==> config.mk <==
export PLATFORM = sky130hd
export DESIGN_NAME = prime_scan_collector
export DESIGN_NICKNAME = d
export VERILOG_FILES = /design/src/rtl/prime_scan_pkg.sv /design/src/rtl/prime_fifo.sv /design/src/rtl/prime_scan_collector.sv
export SDC_FILE = /design/constraint.sdc
export NUM_CORES = 1
export LEC_CHECK = 0
export CORE_MARGIN = 4
export CORE_UTILIZATION = 45
export DETAILED_ROUTE_END_ITERATION = 12
export HOLD_SLACK_MARGIN = 0.1
export SLEW_MARGIN = 20
export SYNTH_ARGS = -nofsm -noshare
export SYNTH_HDL_FRONTEND = slang
export SYNTH_HIERARCHICAL = 1
export SYNTH_SLANG_ARGS = --single-unit
==> constraint.sdc <==
create_clock -name clk -period 3.96 [get_ports clk]
set_input_delay 0.396 -clock clk [delete_from_list [all_inputs] [get_ports clk]]
set_output_delay 0.396 -clock clk [all_outputs]
set_load 0.01 [all_outputs]
==> src/rtl/prime_scan_pkg.sv <==
// rtl/prime_scan_pkg.sv - shared state encoding, defaults and helpers for prime_scan_collector
package prime_scan_pkg;

    typedef enum logic [1:0] {
        IDLE = 2'd0,
        SCAN = 2'd1,
        FIN  = 2'd2
    } state_t;

    localparam int DEF_WIDTH      = 8;
    localparam int DEF_FIFO_DEPTH = 8;

    // Smallest r such that 2**r >= n; used for FIFO pointer width.
    function automatic int clog2(input int n);
        int r;
        r = 0;
        for (int i = 0; i < 31; i++) begin
            if ((1 << i) < n) begin
                r = i + 1;
            end
        end
        return r;
    endfunction

endpackage

==> src/rtl/prime_fifo.sv <==
// rtl/prime_fifo.sv - circular-buffer FIFO with registered occupancy, head data always visible
module prime_fifo
    import prime_scan_pkg::*;
#(
    parameter int WIDTH = DEF_WIDTH,
    parameter int DEPTH = DEF_FIFO_DEPTH
) (
    input  logic                        clk,
    input  logic                        rst_n,
    input  logic                        push,
    input  logic [WIDTH-1:0]            push_data,
    input  logic                        pop,
    output logic [WIDTH-1:0]            pop_data,
    output logic                        full,
    output logic [clog2(DEPTH):0]       count
);

    localparam int PTR_W = clog2(DEPTH);
    localparam int CNT_W = PTR_W + 1;

    logic [WIDTH-1:0] mem [DEPTH];
    logic [PTR_W-1:0] wr_ptr;
    logic [PTR_W-1:0] rd_ptr;
    logic             do_push;
    logic             do_pop;

    // A full FIFO refuses a push even if the head is popped this cycle.
    assign full     = (count == CNT_W'(DEPTH));
    assign do_push  = push && !full;
    assign do_pop   = pop && (count != '0);
    assign pop_data = mem[rd_ptr];

    always_ff @(posedge clk or negedge rst_n) begin
        if (!rst_n) begin
            wr_ptr <= '0;
            rd_ptr <= '0;
            count  <= '0;
            for (int i = 0; i < DEPTH; i++) begin
                mem[i] <= '0;
            end
        end else begin
            if (do_push) begin
                mem[wr_ptr] <= push_data;
                wr_ptr      <= wr_ptr + 1'b1;
            end
            if (do_pop) begin
                rd_ptr <= rd_ptr + 1'b1;
            end
            case ({do_push, do_pop})
                2'b10:   count <= count + 1'b1;
                2'b01:   count <= count - 1'b1;
                default: count <= count;
            endcase
        end
    end

endmodule

==> src/rtl/prime_scan_collector.sv <==
// rtl/prime_scan_collector.sv - sweeps [lo, hi] through an external prime checker and queues the primes
module prime_scan_collector
    import prime_scan_pkg::*;
#(
    parameter int WIDTH      = DEF_WIDTH,
    parameter int FIFO_DEPTH = DEF_FIFO_DEPTH
) (
    input  logic             clk,
    input  logic             rst_n,
    input  logic             start,
    input  logic [WIDTH-1:0] lo,
    input  logic [WIDTH-1:0] hi,
    output logic             busy,
    output logic             done,
    output logic [WIDTH-1:0] prime_count,
    output logic [WIDTH-1:0] chk_num,
    input  logic             chk_is_prime,
    output logic [WIDTH-1:0] out_data,
    output logic             out_valid,
    input  logic             out_ready,
    output logic             fifo_full
);

    state_t                     state_q, state_d;
    logic [WIDTH-1:0]           cur;
    logic [WIDTH-1:0]           hi_q;
    logic [WIDTH-1:0]           chk_num_q;
    logic                       load;
    logic                       advance;
    logic                       push;
    logic [clog2(FIFO_DEPTH):0] fifo_count;

    assign busy      = (state_q != IDLE);
    assign done      = (state_q == FIN);
    assign chk_num   = (state_q == SCAN) ? cur : chk_num_q;
    assign out_valid = (fifo_count != '0);

    always_ff @(posedge clk or negedge rst_n) begin
        if (!rst_n) begin
            state_q <= IDLE;
        end else begin
            state_q <= state_d;
        end
    end

    always_comb begin
        state_d = state_q;
        load    = 1'b0;
        advance = 1'b0;
        push    = 1'b0;
        case (state_q)
            IDLE: begin
                if (start) begin
                    load    = 1'b1;
                    state_d = (lo <= hi) ? SCAN : FIN;
                end
            end
            SCAN: begin
                // A prime with nowhere to go stalls the sweep on the same candidate.
                if (!(chk_is_prime && fifo_full)) begin
                    advance = 1'b1;
                    push    = chk_is_prime;
                    if (cur == hi_q) begin
                        state_d = FIN;
                    end
                end
            end
            FIN:     state_d = IDLE;
            default: state_d = IDLE;
        endcase
    end

    // End of sweep is an equality test, so cur never increments past hi_q.
    always_ff @(posedge clk or negedge rst_n) begin
        if (!rst_n) begin
            cur         <= '0;
            hi_q        <= '0;
            prime_count <= '0;
            chk_num_q   <= '0;
        end else begin
            if (load) begin
                cur         <= lo;
                hi_q        <= hi;
                prime_count <= '0;
            end else begin
                if (advance && (cur != hi_q)) begin
                    cur <= cur + 1'b1;
                end
                if (push && (prime_count != '1)) begin
                    prime_count <= prime_count + 1'b1;
                end
            end
            if (state_q == SCAN) begin
                chk_num_q <= cur;
            end
        end
    end

    prime_fifo #(
        .WIDTH (WIDTH),
        .DEPTH (FIFO_DEPTH)
    ) u_fifo (
        .clk       (clk),
        .rst_n     (rst_n),
        .push      (push),
        .push_data (cur),
        .pop       (out_valid && out_ready),
        .pop_data  (out_data),
        .full      (fifo_full),
        .count     (fifo_count)
    );

endmodule

==> reports/qor.txt <==
post-route cell area -> 6390 um^2
switching part of the total power -> 33.9%
Req. time, crit path -> 4.17 ns
Wirelength per Cell -> 18.3 um
Overall Power -> 5.36 mW
crit-path cells -> or4b_4 -> inv_1 -> nand4bb_1 -> inv_1 -> buf_4 -> nand2_1 -> ha_1 -> or3b_2 -> a2111oi_0 -> o221ai_1
worst skew pair latency -> 0.35 ns
DR vias/cell -> 5.55
fmax -> 292 MHz
Detail Route Antenna Nets -> 0
DRT iter0 DRCs -> 122
CTS max path bufs -> 2
Seq cells post-synth -> 108
non-filler cells in the finished layout -> 602
setup ws final -> 0.537 ns
number of cell rows -> 39
final period utilization -> 86.4%
commonest cells in the netlist -> dfrtp_1 (108), mux2_2 (82), nand2_1 (25)
ys flop type -> dfrtp_1
post-DP HPWL -> 7.29 mm
Routed WL -> 11.0 mm
Root Buffer -> clkbuf_16
IO Port Bufs -> 48
Hold WC Path Type -> input pin to asynchronous set/reset pin
Async SR Flop Fraction -> 100%
crit end category -> flop
RSZ-0062 raised after global routing -> false
Hold WS -> 0.117 ns
Pins Over Slew Limit -> 0
Critical Path Max Stage Delay -> 0.72 ns
starting density of the core -> 46.9%
synth-to-layout area growth -> 16.8%
Pwr Density -> 839 nW/um^2
Die Wd -> 118 um
most frequent CP cell -> inv_1
Residual DRC -> 0
worst rel slew slack -> 40.4%
number of buffers added for setup after CTS -> 0
nets@finish -> 492
syn avg cell area -> 13.3 um^2
initial antenna violation count -> 0
slowest stage cell, crit path -> or4b_4
worst-margin pin slew -> 0.893 ns
placed instance area -> 6050 um^2
die area -> 14,000 um^2
share of total power in combinational logic -> 41.6%
final hold violations -> 0
CTS clk-pin slew, worst paths -> 0.07 ns
min Tclk post-route -> 3.42 ns
final core utilization -> 54.8%
Seq/Total Area, Yosys -> 49.5%
via count -> 3,344
setup violators final -> 0
Inst Count DP -> 588
boundary pin count -> 49
Clk network pwr share -> 18.6%
Yosys top cell by area -> dfrtp_1
core box area -> 11,700 um^2
GRT Total Usage -> 17.0%
Mapped Area -> 5470 um^2
DR pass1 iterations -> 4
Mapped Cells -> 410
Antenna diodes -> 0
Internal Power -> 3.54 mW
Setup TNS Final -> 0 ns
Cell variety after synth -> 51
critical path startpoint category -> flop
register share of total power -> 39.8%
count leader, synth -> dfrtp_1
CTS tree -> yes
max cap viols -> 0
first-pass GRT wire length -> 18.7 mm
Routability Congestion -> 0.797
Yosys top cell area share -> 49.5%
Psw -> 1.81 mW
critical path class -> flop to flop
Critical Path AT -> 3.64 ns
Ys Warns -> 6
CP max FO -> 11
share of cells above drive strength 1 -> 29.6%
clk_skew -> 0.00699 ns
EDFF count, synth -> 0
Synth area leaders -> dfrtp_1 (49%), mux2_2 (17%), mux4_2 (6.6%)
H-Tree Level Count -> 3
Hold-fix buffers, CTS -> 0
largest net degree at the start of global routing -> 86
CTS Buf Count -> 9
GRT overflow -> 0
Place WS -> 0.537 ns
Static Leakage -> 2.81 nW
Synthesized Nets -> 446
Worst VDD drop -> 0.463 mV
vias in the first global route -> 3,622
status -> finished clean
post-cts gate resize count -> 0
Die Ht -> 118 um
clock sink count -> 108
## cell families after synthesis
family	synth area share [%]
compound gates	4.51
xor+xnor	4.46
buf+inv	2.75
flops	49.5
fa+ha+maj	3.43
simple gates	11.4
mux	24.0
## registers in the layout, summed over array words and instances (netlist names)
name / count
prime_count: 8
u_fifo/wr_ptr: 3
u_fifo/count: 4
chk_num_q: 8
state_q: 2
hi_q: 8
u_fifo/rd_ptr: 3
cur: 8
u_fifo/mem: 64
## power by group through the flow
stage / combinational, mW / sequential, mW / clock, mW
after floorplan: 1.72 / 1.90 / 0
after detailed placement: 2.26 / 2.16 / 0
final: 2.23 / 2.13 / 0.997
after CTS: 2.27 / 2.14 / 1.03
after global routing: 2.45 / 2.22 / 1.08
after global placement: 2.22 / 2.13 / 0
## metal layers
layer	up-vias	wire length, um	GRT usage [%]
li1	1580	-	-
met2	51	5580	29.1
met1	1704	4990	21.6
met3	9	346	4.39
met5	-	0	0
met4	0	107	4.03
## cells in the final DEF (no fill, tap or decap), types with 11 or more instances in the layout
| cell | count |
|---|---|
| dfrtp_1 | 108 |
| a21oi_1 | 11 |
| mux4_2 | 16 |
| xnor2_1 | 12 |
| o21ai_0 | 11 |
| ha_1 | 15 |
| nand2_1 | 25 |
| mux2_2 | 82 |
| inv_1 | 16 |
| clkdlybuf4s50_1 | 47 |
| nor2_1 | 16 |
| xor2_1 | 14 |
## worst paths after layout
check	cells after the start	from	endpoint	slack, ns
hold reg to reg	1	chk_num_q[1]$_DFF_PN0_	chk_num_q[1]$_DFF_PN0_	0.49
max in group asynchronous	2	rst_n	hi_q[5]$_DFFE_PN0P_	3.00
setup / recovery	10	u_fifo/count[0]$_DFFE_PN0P_	u_fifo/count[3]$_DFFE_PN0P_	0.54
min in group clk	1	chk_num_q[1]$_DFF_PN0_	chk_num_q[1]$_DFF_PN0_	0.49
setup reg to reg	10	u_fifo/count[0]$_DFFE_PN0P_	u_fifo/count[3]$_DFFE_PN0P_	0.54
hold / removal	1	rst_n	u_fifo/mem[27]$_DFFE_PN0P_	0.12
## cell type report
| class | count | area (um^2) |
|---|---|---|
| repair buffers | 51 | 504 |
| clock inverters | 5 | 103 |
| fillers | 1007 | 5280 |
| inverters | 16 | 60.1 |
| well taps | 143 | 179 |
| flip-flops and latches | 108 | 2700 |
| multi-input cells | 270 | 2610 |
| clock buffers | 9 | 225 |
## critical path: cells and delay by family (launching register included)
family                   cells  cell delay, ns
adder cells (fa/ha/maj)      1            0.29
buffers and inverters        3            0.41
flip-flops                   1            0.47
AND/OR/NAND/NOR              4            1.56
AO/OA/AOI/OAI                2            0.57
(Power assumes the default switching activity.)
